===== config.mk =====
export PLATFORM = sky130hd
export DESIGN_NAME = uart_note_seq
export DESIGN_NICKNAME = d
export VERILOG_FILES = /design/src/rtl/uart_note_seq.sv
export SDC_FILE = /design/constraint.sdc
export NUM_CORES = 1
export LEC_CHECK = 0
export CORE_MARGIN = 4
export CORE_UTILIZATION = 53
export DETAILED_ROUTE_END_ITERATION = 10
export PLACE_DENSITY = 0.77
export SLEW_MARGIN = 40
export SYNTH_ARGS = -nofsm -noshare
export SYNTH_HDL_FRONTEND = slang
export SYNTH_SLANG_ARGS = --single-unit

===== constraint.sdc =====
create_clock -name clk -period 5.2 [get_ports clk]
set_clock_uncertainty 0.15 [all_clocks]
set_input_delay 1.04 -clock clk [delete_from_list [all_inputs] [get_ports clk]]
set_output_delay 1.04 -clock clk [all_outputs]
set_load 0.02 [all_outputs]

===== src/rtl/uart_note_seq.sv =====
// Note playback sequencer: buffers received command bytes and plays them
// as timed notes (LOAD + PLAY + GAP per slot) toward the tone generator.
module uart_note_seq #(
    parameter int unsigned BEAT_TICKS = 12_500_000,
    parameter int unsigned GAP_TICKS  = 1_250_000,
    parameter int unsigned DEPTH      = 8
) (
    input  logic                    clk,
    input  logic                    rst_n,
    input  logic [7:0]              rx_data,
    input  logic                    rx_ack,
    output logic [3:0]              note_idx,
    output logic [1:0]              octave,
    output logic                    note_on,
    output logic                    busy,
    output logic [$clog2(DEPTH):0]  fifo_count,
    output logic                    overflow
);

    localparam int unsigned AW = $clog2(DEPTH);
    localparam int unsigned CW = $clog2(8 * BEAT_TICKS);
    localparam logic [7:0]  STOP_BYTE = 8'hFF;

    typedef enum logic [1:0] {
        IDLE = 2'd0,
        LOAD = 2'd1,
        PLAY = 2'd2,
        GAP  = 2'd3
    } state_t;

    state_t        state;
    state_t        state_next;

    logic [7:0]    mem [DEPTH];
    logic [AW:0]   wr_ptr;
    logic [AW:0]   rd_ptr;
    logic [AW:0]   wr_ptr_next;
    logic [AW:0]   rd_ptr_next;
    logic [CW-1:0] cnt;
    logic [CW-1:0] cnt_next;
    logic [7:0]    head;
    logic [31:0]   play_len;
    logic          empty;
    logic          full;
    logic          stop;
    logic          pop;
    logic          wr;
    logic          drop;

    // FIFO status and command decode
    always_comb begin
        empty    = (wr_ptr == rd_ptr);
        full     = (wr_ptr[AW] != rd_ptr[AW]) && (wr_ptr[AW-1:0] == rd_ptr[AW-1:0]);
        stop     = rx_ack && (rx_data == STOP_BYTE);
        head     = mem[rd_ptr[AW-1:0]];
        // PLAY cycles of the slot: whole slot minus the LOAD cycle and the gap
        play_len = (32'(BEAT_TICKS) << head[1:0]) - 32'(GAP_TICKS) - 32'd1;
    end

    // Next-state logic; the counter holds the PLAY cycles left (including the current one) or GAP cycles left minus one
    always_comb begin
        state_next = state;
        cnt_next   = cnt;
        pop        = 1'b0;
        case (state)
            IDLE: begin
                if (!empty) begin
                    state_next = LOAD;
                end
            end
            LOAD: begin
                pop = 1'b1;
                if (play_len == 32'd0) begin
                    state_next = GAP;
                    cnt_next   = CW'(GAP_TICKS - 1);
                end else begin
                    state_next = PLAY;
                    cnt_next   = CW'(play_len);
                end
            end
            PLAY: begin
                if (cnt == CW'(1)) begin
                    state_next = GAP;
                    cnt_next   = CW'(GAP_TICKS - 1);
                end else begin
                    cnt_next = cnt - CW'(1);
                end
            end
            GAP: begin
                if (cnt == '0) begin
                    state_next = empty ? IDLE : LOAD;
                end else begin
                    cnt_next = cnt - CW'(1);
                end
            end
            default: state_next = IDLE;
        endcase
        // STOP overrides everything, including a pop in LOAD
        if (stop) begin
            state_next = IDLE;
            cnt_next   = cnt;
            pop        = 1'b0;
        end
    end

    // FIFO write/drop decision and next pointers; a pop frees a slot for a same-edge write
    always_comb begin
        wr          = rx_ack && !stop && (!full || pop);
        drop        = rx_ack && !stop && full && !pop;
        wr_ptr_next = wr_ptr;
        rd_ptr_next = rd_ptr;
        if (stop) begin
            wr_ptr_next = '0;
            rd_ptr_next = '0;
        end else begin
            if (wr) begin
                wr_ptr_next = wr_ptr + (AW+1)'(1);
            end
            if (pop) begin
                rd_ptr_next = rd_ptr + (AW+1)'(1);
            end
        end
    end

    // FIFO storage
    always_ff @(posedge clk) begin
        if (wr) begin
            mem[wr_ptr[AW-1:0]] <= rx_data;
        end
    end

    // State, counter, pointers and FIFO status registers
    always_ff @(posedge clk or negedge rst_n) begin
        if (!rst_n) begin
            state      <= IDLE;
            cnt        <= '0;
            wr_ptr     <= '0;
            rd_ptr     <= '0;
            fifo_count <= '0;
            overflow   <= 1'b0;
        end else begin
            state      <= state_next;
            cnt        <= cnt_next;
            wr_ptr     <= wr_ptr_next;
            rd_ptr     <= rd_ptr_next;
            fifo_count <= wr_ptr_next - rd_ptr_next;
            if (stop) begin
                overflow <= 1'b0;
            end else if (drop) begin
                overflow <= 1'b1;
            end
        end
    end

    // Tone generator outputs; note_on follows PLAY one cycle later
    always_ff @(posedge clk or negedge rst_n) begin
        if (!rst_n) begin
            note_idx <= '0;
            octave   <= '0;
            note_on  <= 1'b0;
            busy     <= 1'b0;
        end else if (stop) begin
            note_idx <= '0;
            note_on  <= 1'b0;
            busy     <= 1'b0;
        end else begin
            note_on <= (state == PLAY) && (note_idx != 4'd0);
            busy    <= (state_next != IDLE);
            if (state == LOAD) begin
                note_idx <= head[7] ? 4'd0 : head[7:4];
                octave   <= head[3:2];
            end else if (state_next == IDLE) begin
                note_idx <= '0;
            end
        end
    end

endmodule


-- Word level (Yosys, flattened, before mapping)
Memories as Yosys holds them, arrays and structs flattened.
Index checks and enable logic that the tools add are counted.
- register bits after elaboration: 50
- memory bits (writable): 64
- bits of input ports: 11
- output and inout bits: 13
- logic and storage cells: 77
- memories: 1
- $add $sub $neg: 6
- eq/ne operators: 9
- shifts and indexed selects: 1
- multiplexer cells: 27
- bitwise gates (word level): 1
- reductions and logical operators: 22
- memories (name ; words ; width ; rd ports ; clocked after memory_dff ; wr ports ; line ; RTL):
    mem ; 8 ; 8 ; 1 ; 0 ; 1 ; 34 ; logic [7:0] mem [DEPTH];
- operator list (cell ; number):
    $mux W27 ; 3
    $pmux W27 S3 ; 1
    $logic_not A32 Y1 ; 1
    $shl A24 B2 Y32 const A ; 1
    $sub A32 B1 Y32 const B ; 1
    $sub A32 B21 Y32 const B ; 1
    $mux W4 ; 7
    $eq A27 B1 Y1 const B ; 1
    $logic_not A27 Y1 ; 1
    $sub A27 B1 Y27 const B ; 1
    $mux W1 ; 10
    $add A4 B1 Y4 const B ; 2
    $eq A8 B8 Y1 const B ; 1
    $mux W2 ; 4
    $pmux W2 S4 ; 1
    $logic_and A1 B1 Y1 ; 7
    $reduce_bool A3 Y1 ; 2
    $eq A2 B2 Y1 const B ; 2
    $eq A4 B4 Y1 ; 1
    $logic_not A2 Y1 ; 2
    $reduce_bool A2 Y1 ; 2
    $reduce_bool A4 Y1 ; 1
    $sub A4 B4 Y4 ; 1
    $eq A3 B3 Y1 ; 1
    other kinds (9) ; 11

-- Depth between registers and ports, before layout
An unclocked memory read counts as a cell.
- depth in word-level cells: 12
- depth in mapped cells: 12
- gate-level depth less buffers: 11

-- Worst setup path before layout
No wires, ideal clock.
- path kind: input -> register
- start point: input rx_data[7]
- end point: register fifo_count[3]
- library setup time: 0.080 ns
- arrival time: 2.881 ns
- data required time: 4.970 ns
- setup slack: 2.089 ns
- stages on the path: 10
- path buffers: 0
- cell sequence: nand4_1 -> o21ai_0 -> a31oi_1 -> mux2i_1 -> nor2_1 -> ha_1 -> a21o_1 -> a21oi_1 -> xnor2_1 -> xnor2_1
- word-level cells in the longest chain between the ends: 8
- elaborated cells between the ends (all ways): 12
- ends and longest elaborated chain (item ; line ; RTL):
    start, declared ; 10 ; input logic [7:0] rx_data,
    $eq A8 B8 Y1 (*) ; 54 ; stop = rx_ack && (rx_data == STOP_BYTE);
    $logic_and A1 B1 Y1 (*) ; 54 ;
    $mux W1 / $logic_not A1 Y1 (equally long branches) ; 99, 108 ;
    $logic_or A1 B1 Y1 / $logic_and A1 B1 Y1 (equally long branches) ; 108 ; wr = rx_ack && !stop && (!full || pop);
    $logic_and A1 B1 Y1 ; 108 ;
    $mux W4 ; 116 ; if (wr) begin
    $mux W4 (*) ; 112 ; if (stop) begin
    via wr_ptr_next[1] ; 37 ; logic [AW:0] wr_ptr_next;
    $sub A4 B4 Y4 (*) ; 146 ; fifo_count <= wr_ptr_next - rd_ptr_next;
    end signal, assigned ; 146 ;
    end, declared ; 16 ; output logic [$clog2(DEPTH):0] fifo_count,
The timed path passes the listed nets; every way through them passes the cells marked *.
A chain may end at the register's enable or synchronous reset.

-- Worst setup path after layout
- start point: input rx_data[4]
- end point: register fifo_count[3]
Same word-level chain as after synthesis.

==> metrics list <==
- The flow ran to the end, and the final reports show no timing, DRC or antenna violations.
- Dividing the synthesized area by the synthesized cell count gives 12.6 um^2.
- By area the synthesized netlist is led by edfxtp_1, dfrtp_1, mux4_2, o21ai_0, mux2i_1.
- Launching point of the worst reg2reg path: rd_ptr[1]$_DFF_PN0_
- First-pass GRT wire length: 20.0 mm
- At the pin with the least slew margin, the transition time is 0.819 ns.
- CTS tree: yes
- By count the netlist is led by edfxtp_1, dfrtp_1, o21ai_0, inv_1, nor3_1.
- Vias after detailed routing: 3761
- The netlist uses 66 different library cells.
* Kind of cell with the highest combined delay on the critical path: compound AO/OA/AOI/OAI gates
- For this block, the routed nets add up to 12.4 mm of wire.
- In this run the horizontal extent of the chip is 110 um.
- Routability congestion estimate from global placement: 0.882
* Antenna violations before repair: 0
- Number of rows in the core area: 36
- Once detail routing completed, the nets flagged for antenna violations numbered 0.
* Maximum number of buffers from clock root to sink: 2
- Clock tree synthesis inserted a total of 17 buffers.
* Origin of the worst setup path: rx_data[4]
- Highest net fanout along the worst path: 9
- The max-slew violation total from the final report was 0.
- The clock reaches the later pin of the worst-skew pair after 0.53 ns.
* Met2 Resource Use GR: 35.7%
* Worst path slowest cell: clkdlybuf4s50_1
- In this run the post-CTS setup repair buffer count came out at 0.
* Worst-case setup margin in the final layout: 1.61 ns
* Crit path DAT: 3.89 ns
- The worst register-to-register path has a depth of 10.
- For this block, the initial DRC count from the detailed router was 345.
* Slowest stage delay, CP: 0.57 ns
- Clock tree synthesis selected as its root buffer the cell clkbuf_8.
- Endpoints failing setup: 0
- Clock Pin Slew Worst Setup and Hold Paths: 0.06 ns
- Share of post-route cells with drive strength above 1: 16.1%
- The number of antenna diodes in the final layout is 0.
- Dividing total power by cell area gives a power density of 520 nW/um^2.
- Vias in the first global route: 3782
- In the global route stage, met3 resource usage came out at 5.93%.
- Highest Clock Rate: 0.279 GHz
- The synthesized design contains 64 enable-type register cells.
* Leakage power: 2.37 nW
- Worst reg2reg endpoint: fifo_count[3]$_DFF_PN0_
- Sink count of the clock tree: 113
- IR analysis of the VDD net gives a maximum drop of 392 uV.
- The routed design could run at a clock period as short as 3.59 ns.
- Net count of the mapped netlist: 455
* Setup repair after global routing missed its margin: no
- For this configuration, the core starts out at a cell density of 55.4%.
* Global-route layer with the greatest usage: met2
- Global routing used 29.9% of the available met1 tracks.
- The die covers 12000 um^2.
- HP Start: octave[1]$_DFFE_PN0N_
- Global routing used 22.6% of the available tracks.
- Setup Total Neg Slack: 0 ns
* Number of buffer and inverter stages on the critical path: 1
* CP Capture Type: flop
- Count of final hold-check violations: 0
- For this run the aggregate overflow at the end of global routing stands at 0.
* Kind of start point of the critical path: primary input
- Area of the mapped netlist: 5490 um^2
- The setup check on the worst reg-to-reg path leaves a slack of 1.97 ns.
- The Yosys step of the flow raised 0 warnings.
* Worst EP required: 5.50 ns
* # resized after CTS: 0
- H-tree depth reported by CTS: 4
- Flip-flop cell with the highest count after synthesis: edfxtp_1
* DRC violation count after routing: 0
- The most common cell in the synthesized netlist is edfxtp_1.
* Routed len/inst: 20.3 um
* Maximum number of pins on one net before global-route repair: 50
- Fraction of the yosys area taken by sequential cells: 57.4%
* WHS: 0.338 ns
- Area share of the leading cell type in the synthesized netlist: 35.0%
- The tool flagged a number of max-cap violations equal to 0.
- The final critical path takes up 69.0% of the cycle.
- Of all cell types, the one taking the most synthesized area is edfxtp_1.
* Classification of the worst-slack hold path: reg -> reg
* Average via count per standard cell: 6.17
- CP Cell Sequence: clkdlybuf4s50_1 -> nand4_1 -> o21ai_0 -> a31oi_1 -> mux2i_1 -> nor2_1 -> ha_1 -> a21o_1 -> a21oi_1 -> xnor2_1 -> xnor2_1
* Synthesized instance count: 435
- The first detailed-routing pass ran for 5 iterations.
* P&R area growth vs syn: 16.9%
- I/O pins: 24
- Flip-flop and latch count after synthesis: 113
* Type of the setup path with the least slack: in -> reg
- Post-placement worst setup slack: 1.13 ns
* Port-buffer cells: 22
- Synth async-reset ratio: 43.4%
- The critical path runs through a total of 11 cells.
- After filler insertion, the fill cell instance count of the layout stands at 723.
* Core outline area: 9910 um^2
- Hpwl dp: 7.93 mm
* Crit path top cell by count: xnor2_1
- Number of buffers inserted by hold repair at cts: 0
- Die height: 110 um
- Following the worst setup path forward leads to its endpoint at fifo_count[3]$_DFF_PN0_.
- The worst pin sits at a relative slew slack of 45.2%.
- For this run, the post-layout net count is 484.
## kinds of logic after synthesis
group,after synthesis,share of synthesized area (%)
compound gates,104,13.3
xor+xnor,10,1.60
fa+ha+maj,9,2.19
buf+inv,48,3.85
flops,113,57.4
mux,28,8.78
other cells,1,0.0684
simple gates,122,12.8
## per-layer routing
layer | part of all wire, % | wire [um]
met2 | 49 | 6050
met4 | 1.8 | 226
met5 | 0 | 0
met3 | 5.6 | 697
met1 | 44 | 5390
## layout make-up
type | count | area, um^2 | area share (%)
multi-input combinational | 274 | 2130 | 33.2
clock inverter | 15 | 149 | 2.32
timing repair buffer | 35 | 317 | 4.94
clock buffer | 17 | 414 | 6.46
inverter | 23 | 86.3 | 1.35
sequential | 113 | 3150 | 49.1
tap | 133 | 166 | 2.60
## power by group
group,internal [mW],switching [mW]
Sequential,1.18,0.203
Combinational,0.401,0.447
Clock,0.646,0.458
Total,2.23,1.11
## sequential cells by signal, summed over array words and instances (netlist names), 2 cells and up
signal      flops
mem            64
cnt            27
fifo_count      4
rd_ptr          4
wr_ptr          4
note_idx        3
octave          2
state           2
## worst register-to-register path, stage by stage, from the launching register on
cell and delay, ns:
dfrtp_2 0.69, xor2_1 0.30, nor3_1 0.14, a31oi_1 0.54
mux2i_1 0.15, nor2_1 0.27, ha_1 0.29, a21o_1 0.18
a21oi_1 0.17, xnor2_1 0.15, xnor2_1 0.14
## through the flow
| step | cells | power [mW] | area, um^2 | utilization [%] |
|---|---|---|---|---|
| after floorplan | 435 | 1.95 | 5490 | - |
| after global placement | 576 | 2.19 | 5820 | 58.8 |
| after detailed placement | 578 | 2.24 | 5850 | 59.0 |
| after CTS | 610 | 3.35 | 6410 | 64.7 |
| after global routing | 610 | 3.51 | 6410 | 64.7 |
| final | 610 | 3.34 | 6410 | 64.7 |
## worst min path at each step
| stage | end | cells after the start | slack (ns) |
|---|---|---|---|
| 2_1_floorplan | cnt[19]$_DFFE_PN0P_ | 1 | 0.30 |
| 3_3_place_gp | cnt[19]$_DFFE_PN0P_ | 1 | 0.33 |
| 3_5_place_dp | octave[1]$_DFFE_PN0N_ | 2 | 0.32 |
| 4_1_cts | cnt[19]$_DFFE_PN0P_ | 1 | 0.34 |
| 5_1_grt | cnt[19]$_DFFE_PN0P_ | 1 | 0.37 |
| 6_report | octave[1]$_DFFE_PN0N_ | 2 | 0.34 |
## cell usage in the layout, fill, tap and decap left out, drive strengths merged, types with 7 or more instances in the layout
cell type,count
clkdlybuf4s50,21
ha,8
nor3b,8
mux4,16
mux2i,11
or3,7
nand2,15
clkbuf,17
a31oi,7
nor2,14
edfxtp,64
nor4,10
buf,14
or4,7
dfrtp,49
nor3,22
o21ai,28
a21oi,14
inv,30
No activity file was read; power rests on OpenSTA's default activity.
